## src/rtl/booth_mul_if.sv

```systemverilog
// booth_mul_if: request/result bundle of the Booth multiplier.
//   start/a/b come from the requester; busy/done/hi/lo are returned by the multiplier.
//   master = requester side, slave = multiplier side.
interface booth_mul_if;
  logic        start;
  logic [31:0] a;
  logic [31:0] b;
  logic        busy;
  logic        done;
  logic [31:0] hi;
  logic [31:0] lo;

  modport master (
    output start, a, b,
    input  busy, done, hi, lo
  );

  modport slave (
    input  start, a, b,
    output busy, done, hi, lo
  );
endinterface

```

## src/rtl/booth_mul.sv

```systemverilog
// booth_mul: sequential signed 32x32->64 multiplier, radix-4 (modified Booth), one digit per clock.
// Latency 16 clocks from the start edge to done/hi/lo (k+1 clocks with BOOTH_MUL_EARLY_TERM_EN defined).
// No backpressure: start is sampled only while busy=0 and ignored otherwise; one multiply in flight.
//
// Ports: clk, reset_n (async, active-low), bus (booth_mul_if.slave):
//   start/a/b request in; busy/done/hi/lo status and registered product out.
// Optional macro BOOTH_MUL_EARLY_TERM_EN: finish as soon as all remaining Booth digits are zero.
module booth_mul (
  input  logic         clk,
  input  logic         reset_n,
  booth_mul_if.slave   bus
);

  typedef enum logic {IDLE, RUN} state_t;

  state_t      state, state_next;
  logic [31:0] mcand;
  logic [31:0] mplier;
  logic [63:0] acc;
  logic [3:0]  k;
  logic [31:0] hi_q, lo_q;
  logic        done_q;

  logic        load;
  logic        finish;
  logic        last;
  logic [32:0] mx;
  logic [2:0]  grp;
  logic [63:0] mcand_ext;
  logic [63:0] pp_base;
  logic [63:0] pp;
  logic [63:0] acc_next;

  // Booth recoding: mx carries the implicit mplier[-1]=0 at bit 0,
  // so the group for digit k sits at mx[2k+2:2k].
  always_comb begin
    mx        = {mplier, 1'b0};
    grp       = mx[{k, 1'b0} +: 3];
    mcand_ext = {{32{mcand[31]}}, mcand};
    case (grp)
      3'b001, 3'b010: pp_base = mcand_ext;
      3'b011:         pp_base = mcand_ext << 1;
      3'b100:         pp_base = -(mcand_ext << 1);
      3'b101, 3'b110: pp_base = -mcand_ext;
      default:        pp_base = '0;
    endcase
    pp       = pp_base << {k, 1'b0};
    acc_next = acc + pp;
  end

`ifdef BOOTH_MUL_EARLY_TERM_EN
  // mplier[31:2k+1] all equal <=> arithmetic shift by 2k+1 leaves only sign copies.
  logic [31:0] rest;
  logic        rest_same;
  always_comb begin
    rest      = $signed(mplier) >>> {k, 1'b1};
    rest_same = (rest == '0) || (rest == '1);
    last      = (k == 4'd15) || rest_same;
  end
`else
  always_comb begin
    last = (k == 4'd15);
  end
`endif

  // State register
  always_ff @(posedge clk or negedge reset_n) begin
    if (!reset_n) state <= IDLE;
    else          state <= state_next;
  end

  // Next state and control strobes
  always_comb begin
    state_next = state;
    load       = 1'b0;
    finish     = 1'b0;
    case (state)
      IDLE: begin
        if (bus.start) begin
          load       = 1'b1;
          state_next = RUN;
        end
      end
      RUN: begin
        if (last) begin
          finish     = 1'b1;
          state_next = IDLE;
        end
      end
      default: state_next = IDLE;
    endcase
  end

  // Datapath: operands, accumulator, digit counter, result registers
  always_ff @(posedge clk or negedge reset_n) begin
    if (!reset_n) begin
      mcand  <= '0;
      mplier <= '0;
      acc    <= '0;
      k      <= '0;
      hi_q   <= '0;
      lo_q   <= '0;
      done_q <= 1'b0;
    end else begin
      done_q <= finish;
      if (load) begin
        mcand  <= bus.a;
        mplier <= bus.b;
        acc    <= '0;
        k      <= '0;
      end else if (state == RUN) begin
        acc <= acc_next;
        k   <= k + 4'd1;
      end
      // hi/lo change only on completion, both words together
      if (finish) begin
        hi_q <= acc_next[63:32];
        lo_q <= acc_next[31:0];
        k    <= '0;
      end
    end
  end

  assign bus.busy = (state == RUN);
  assign bus.done = done_q;
  assign bus.hi   = hi_q;
  assign bus.lo   = lo_q;

endmodule

```

## src/flat_wrapper.sv

```systemverilog
// flat-port wrapper written by rule: the top's interface ports become plain ports
module booth_mul_flat 
  (clk, reset_n, bus_start, bus_a, bus_b, bus_busy, bus_done, bus_hi, bus_lo);
  booth_mul_if bus_i ();
  input  logic clk;
  input  logic reset_n;
  input wire logic [$bits(bus_i.start)-1:0] bus_start;
  input wire logic [$bits(bus_i.a)-1:0] bus_a;
  input wire logic [$bits(bus_i.b)-1:0] bus_b;
  output wire logic [$bits(bus_i.busy)-1:0] bus_busy;
  output wire logic [$bits(bus_i.done)-1:0] bus_done;
  output wire logic [$bits(bus_i.hi)-1:0] bus_hi;
  output wire logic [$bits(bus_i.lo)-1:0] bus_lo;
  assign bus_i.start = bus_start;
  assign bus_i.a = bus_a;
  assign bus_i.b = bus_b;
  assign bus_busy = bus_i.busy;
  assign bus_done = bus_i.done;
  assign bus_hi = bus_i.hi;
  assign bus_lo = bus_i.lo;
  booth_mul u_core (.clk(clk), .reset_n(reset_n), .bus(bus_i));
endmodule
```

## config.mk

```make
export PLATFORM = sky130hd
export DESIGN_NAME = booth_mul_flat
export DESIGN_NICKNAME = d
export VERILOG_FILES = /design/src/rtl/booth_mul_if.sv /design/src/rtl/booth_mul.sv /design/src/flat_wrapper.sv
export SDC_FILE = /design/constraint.sdc
export NUM_CORES = 1
export LEC_CHECK = 0
export CAP_MARGIN = 20
export CORE_ASPECT_RATIO = 0.6
export CORE_MARGIN = 2
export CORE_UTILIZATION = 40
export DETAILED_ROUTE_END_ITERATION = 10
export GPL_ROUTABILITY_DRIVEN = 0
export GPL_TIMING_DRIVEN = 0
export PLACE_DENSITY_LB_ADDON = 0.25
export SYNTH_ARGS = -nofsm -noshare
export SYNTH_HDL_FRONTEND = slang
export SYNTH_SLANG_ARGS = --single-unit
```

## constraint.sdc

```tcl
create_clock -name clk -period 12.54 [get_ports clk]
set_input_delay 2.508 -clock clk [delete_from_list [all_inputs] [get_ports clk]]
set_output_delay 2.508 -clock clk [all_outputs]
set_load 0.01 [all_outputs]
```

==> results of run 1 <==
through the flow:
step	cells	hold WS, ps	setup slack, ps	util
floorplan	1810	452	6310	-
global route	2489	505	2560	0.474
CTS	2489	488	3400	0.474
finish	2492	479	2530	0.474
detailed placement	2457	471	3460	0.458
global placement	2455	464	481	0.457
flip-flops by register name (all words and copies together), names as in the netlist:
name,count
u_core.mcand,32
u_core.bus.busy,1
u_core.bus.done,1
u_core.mplier,32
u_core.acc,64
u_core.bus.lo,32
u_core.k,4
u_core.bus.hi,32
logic make-up after synthesis:
group	count (synthesis)	share of synthesized area
buffers and inverters	155	0.0410
adder cells (fa/ha/maj)	67	0.0553
flip-flops	198	0.324
multiplexers	124	0.0928
AND/OR/NAND/NOR	574	0.177
AO/OA/AOI/OAI	630	0.274
XOR/XNOR	62	0.0360
layer usage:
layer	track usage	wire length (um)
met1	0.426	26200
met2	0.372	21600
met3	0.110	7990
met4	0.0706	1170
met5	0.0133	78
layout by cell type, fill, tap and decap left out, drive strengths merged, types with 8 or more instances in the layout:
cell / count
o21ai: 179
ha: 66
xnor2: 39
a31oi: 11
nand2: 249
o221ai: 13
clkdlybuf4s50: 131
nor4: 21
nor2: 98
dfrtp: 198
nor2b: 14
mux2: 72
nand4: 19
o31ai: 29
mux2i: 45
xor2: 23
or3: 15
clkinv: 8
clkbuf: 108
o21bai: 15
a211oi: 20
a21o: 68
nand3: 31
o22ai: 28
a2111oi: 9
buf: 36
and3: 10
a221oi: 10
a211o: 21
and2: 15
inv: 38
a21oi: 127
a22oi: 12
or4: 24
nor3: 45
nand2b: 12
o211ai: 11
worst max-delay path by stage:
stage,slack [ps],startpoint,cells past startpoint,endpoint
2_1_floorplan,6310,u_core.k[0],24,u_core.bus.hi[31]
3_3_place_gp,480,reset_n,1,u_core.bus.lo[16]
3_5_place_dp,3460,u_core.k[2],24,u_core.bus.hi[31]
4_1_cts,3400,u_core.k[2],24,u_core.bus.hi[31]
5_1_grt,2560,u_core.k[2],24,u_core.bus.hi[31]
6_report,2530,u_core.k[2],24,u_core.bus.hi[31]
layout make-up:
cell class	count	area, sq um
Inverter	33	124
Clock buffer	19	453
Antenna cell	3	7.51
Fill cell	3765	19800
Clock inverter	13	135
Sequential cell	198	4950
Buffer	122	503
Tap cell	513	642
Multi-Input combinational cell	1457	9710
Timing Repair Buffer	134	1360
worst reg2reg max path: cells and delay by family, from the launching register on:
kind	cells	cell delay, ps
AOI/OAI and AO/OA	10	4640
and+or+nand+nor	9	3030
buffers and inverters	4	1480
DFF	1	440
adders and majority gates	1	320
==> results.cfg, run 1 <==
[synthesis]
netlist_instances = 1810
ys_types = 87
synth_most_common_cell = nand2_1
yosysTopAreaCell = dfrtp_1
syn-num-nets = 1944
ys_seq_area_frac = 0.324
syn_avg_cell_area_sq_um = 8.45
synth_area_sq_um = 15300
yosysTopAreaCellShare = 0.324
ys_warn_count = 0
async_flop_share = 1.00
synth-edff-count = 0
ys_top_cells_by_count = 249 x nand2_1, 198 x dfrtp_1, 177 x o21ai_0, 125 x a21oi_1, 98 x nor2_1
ys.flop_type = dfrtp_1
ys_ff_latch = 198
synthTopCellsByArea = dfrtp_1 32%, nand2_1 6.1%, o21ai_0 5.8%

[critical_path]
rr_worst_depth = 24
cpMaxStageDelayCell = a311oi_1
r2r_setup_slack_ps = 2530
crit_family = compound AO/OA/AOI/OAI gates
crit_fanout = 10
cp.buffers_inverters = 4
arrival_ps = 10350
slowest_delay_ps = 1160
start_kind = register
endpoint_kind = register
r2r-end = u_core.bus.hi[31]
crit_required_ps = 12880
worstPathCellList = buf_2, clkinv_1, nor2_1, a221oi_2, a211oi_2, clkbuf_1, a21oi_1, o221ai_1, o22ai_1, a32oi_1, nand2_1, a222oi_1, ha_1, clkbuf_1, and2_1, and3_1, a221oi_1, nand2_1, a311oi_1, nor4_1, nor3_1, o41a_1, nor2_1, or3_1
r2r_start = u_core.k[2]
path_class = reg2reg

[cts]
clock_path_buffers = 2
clkSinkCount = 198
post-cts-setup-buffers = 0
cts_made_buffers = 17
cts-root-buf = clkbuf_16
cts_max_level = 4
clkLatencyLatePin_ps = 460
cts_resized = 0
postCtsHoldBufs = 0
cts_tree = built
clk_pin_slew_worst_paths_ps = 80

[sta]
rsz0062_at_grt = no
fin_setup_tns_ps = 0
fin_skew_ps = 14.2
finalMaxSlewViolations = 0
slew-limit-headroom = 0.0482
hold_viol_final = 0
period_needed_ps = 10010
timing.fmax_mhz = 99.9
setup_viol = 0
max_slew.worst_pin.slew_ps = 1420
finalCritPeriodShare = 0.798

[route]
vias_per_cell = 6.37
drc = 0
ant_nets = 0
drtIter0Drc = 2375
routed_wirelength_um = 57100
firstDrtPassIters = 9
avgRoutedWirePerCell_um = 22.9
vias = 15900

[hold_path]
min_from = u_core.bus.hi[21]
hold_class = reg2reg
holdPathStages = 2
min_to = u_core.bus.hi[21]

[place]
hpwl_um = 44200
place.port_buffers = 132
placed_area_sq_um = 17300

[global_route]
grt_pass1_wl_um = 88900
antenna_found_initial = 1
grt_pass1_vias = 14900
grt_usage = 0.284
grt_max_degree = 104
overflow = 0

[die]
die_h_um = 155
rows = 55
die_w_um = 256
die_area_sq_um = 39900
io_pins = 133
start_util = 0.405
core_sq_um = 37700

[final_layout]
num-nets-final = 2097
area_growth_pct = 17.0
final_cell_area_sq_um = 17900
drive_above_1_share = 0.0845

[run]
cap_violations = 0

[outcome]
status = finished clean
Power of run 1 is left out: the tool's default activity adds up to more than one toggle a clock period on the data nets, which glitch-free logic cannot reach.
==> run 2: changes to the inputs <==
==> constraint.sdc (replaced) <==
create_clock -name clk -period 8.3 [get_ports clk]
set_input_delay 1.66 -clock clk [delete_from_list [all_inputs] [get_ports clk]]
set_output_delay 1.66 -clock clk [all_outputs]
set_load 0.01 [all_outputs]
==> results.cfg, run 2 (synthesis gave the netlist of run 1 again) <==
[cts]
clkLatencyLatePin_ps = 470
postCtsHoldBufs = 0
clk_pin_slew_worst_paths_ps = 80
clkSinkCount = 198
cts_tree = built
cts_made_buffers = 17
clock_path_buffers = 2
cts-root-buf = clkbuf_16
cts_max_level = 4

[critical_path]
endpoint_kind = register
rr_worst_depth = 25
crit_fanout = 10
start_kind = register
arrival_ps = 8520
cp-startpoint = u_core.k[2]
r2r_start = u_core.k[2]
crit_required_ps = 8630
path_class = reg2reg

[global_route]
grt_usage = 0.285
grt_pass1_vias = 14900
grt_max_degree = 104
antenna_found_initial = 2
grt_pass1_wl_um = 89000
overflow = 0

[route]
drc = 0
vias_per_cell = 6.46
firstDrtPassIters = 6
met2WireLength_um = 21700
highest_layer = met5
ant_nets = 0
vias = 16100
wl_met3_um = 8320
drtIter0Drc = 2482
avgRoutedWirePerCell_um = 23.1
routed_wirelength_um = 57500
m1WireLength_um = 26000

[sta]
hold_viol_final = 0
period_needed_ps = 8180
max_slew.worst_pin.slew_ps = 1080
timing.fmax_mhz = 122
finalMaxSlewViolations = 0
fin_skew_ps = 15.1
fin_setup_tns_ps = 0
slew-limit-headroom = 0.277
setup_viol = 0
whs_ps = 479
finalCritPeriodShare = 0.986

[die]
die_w_um = 256
rows = 55
io_pins = 133
die_h_um = 155
start_util = 0.405
core_sq_um = 37700
die_area_sq_um = 39900

[final_layout]
largest_register = u_core.acc
num-nets-final = 2100
area_growth_pct = 18.0
final_common_cell = nand2_1
finalNonFillerCells = 2494
final_cell_mix = 249 x nand2_1, 198 x dfrtp_1, 176 x o21ai_0
drive_above_1_share = 0.101
largest_register_ffs = 64

[run]
cap_violations = 0

[place]
dp_cells = 2457
place.port_buffers = 132
hpwl_um = 44200

[hold_path]
hold_class = reg2reg
holdPathStages = 2
min_from = u_core.bus.hi[21]

[outcome]
status = finished clean
## run 2: cell type report
| type | instances | area (sq um) |
|---|---|---|
| Buffer | 121 | 514 |
| Clock inverter | 13 | 135 |
| Timing Repair Buffer | 138 | 1390 |
| Clock buffer | 19 | 453 |
| Sequential cell | 198 | 4950 |
| Multi-Input combinational cell | 1457 | 9830 |
| Fill cell | 3762 | 19700 |
| Tap cell | 513 | 642 |
| Antenna cell | 2 | 5.00 |
| Inverter | 33 | 124 |
## run 2: repair_timing
| item | 4_1_cts | 5_1_grt |
|---|---|---|
| setup endpoints to repair | 31 | 47 |
| gates resized for setup | 10 | 33 |
| setup buffers | 0 | 4 |
| pin swaps | 0 | 2 |
## run 2: final timing paths
path / endpoint / slack, ps
worst min-delay path: u_core.bus.hi[21] / 480
worst max-delay path: u_core.bus.hi[13] / 120
max in group asynchronous: u_core.acc[20] / 6120
worst min register to register: u_core.bus.hi[21] / 480
worst max register to register: u_core.bus.hi[13] / 120
min in group asynchronous: u_core.mcand[13] / 1160
## run 2: critical path: stages, from the launching register on
cell      delay [ps]
dfrtp_1          440
nand2b_1         130
clkbuf_1         490
o22ai_1          220
o21a_1           320
buf_2            250
clkbuf_2         260
o211ai_1         510
o21ai_0          220
a211oi_2         690
mux2i_1          170
o32ai_1          350
a211oi_2         130
mux2_2           330
ha_1             270
clkbuf_1         190
and2_1           250
and3_1           210
a221oi_1         470
nand2_1          290
a311oi_4         590
o21bai_1         230
a21o_1           210
a21o_1           240
nor4b_1          170
or3_1            410
## run 2: layer usage
layer | vias up | GRT usage
met5 | - | 0.0133
met4 | 4 | 0.0695
met3 | 161 | 0.108
met2 | 1152 | 0.374
met1 | 7690 | 0.427
li1 | 7095 | -
## run 2: per-stage QoR
stage	instance area, sq um	util	setup slack (ps)
after global placement	17300	0.457	-2910
after detailed placement	17300	0.458	-778
after floorplan	15300	-	2070
after CTS	17900	0.475	-1.40
after global routing	18000	0.478	-52.0
final	18000	0.479	117
Power of run 2 is left out for the same reason.
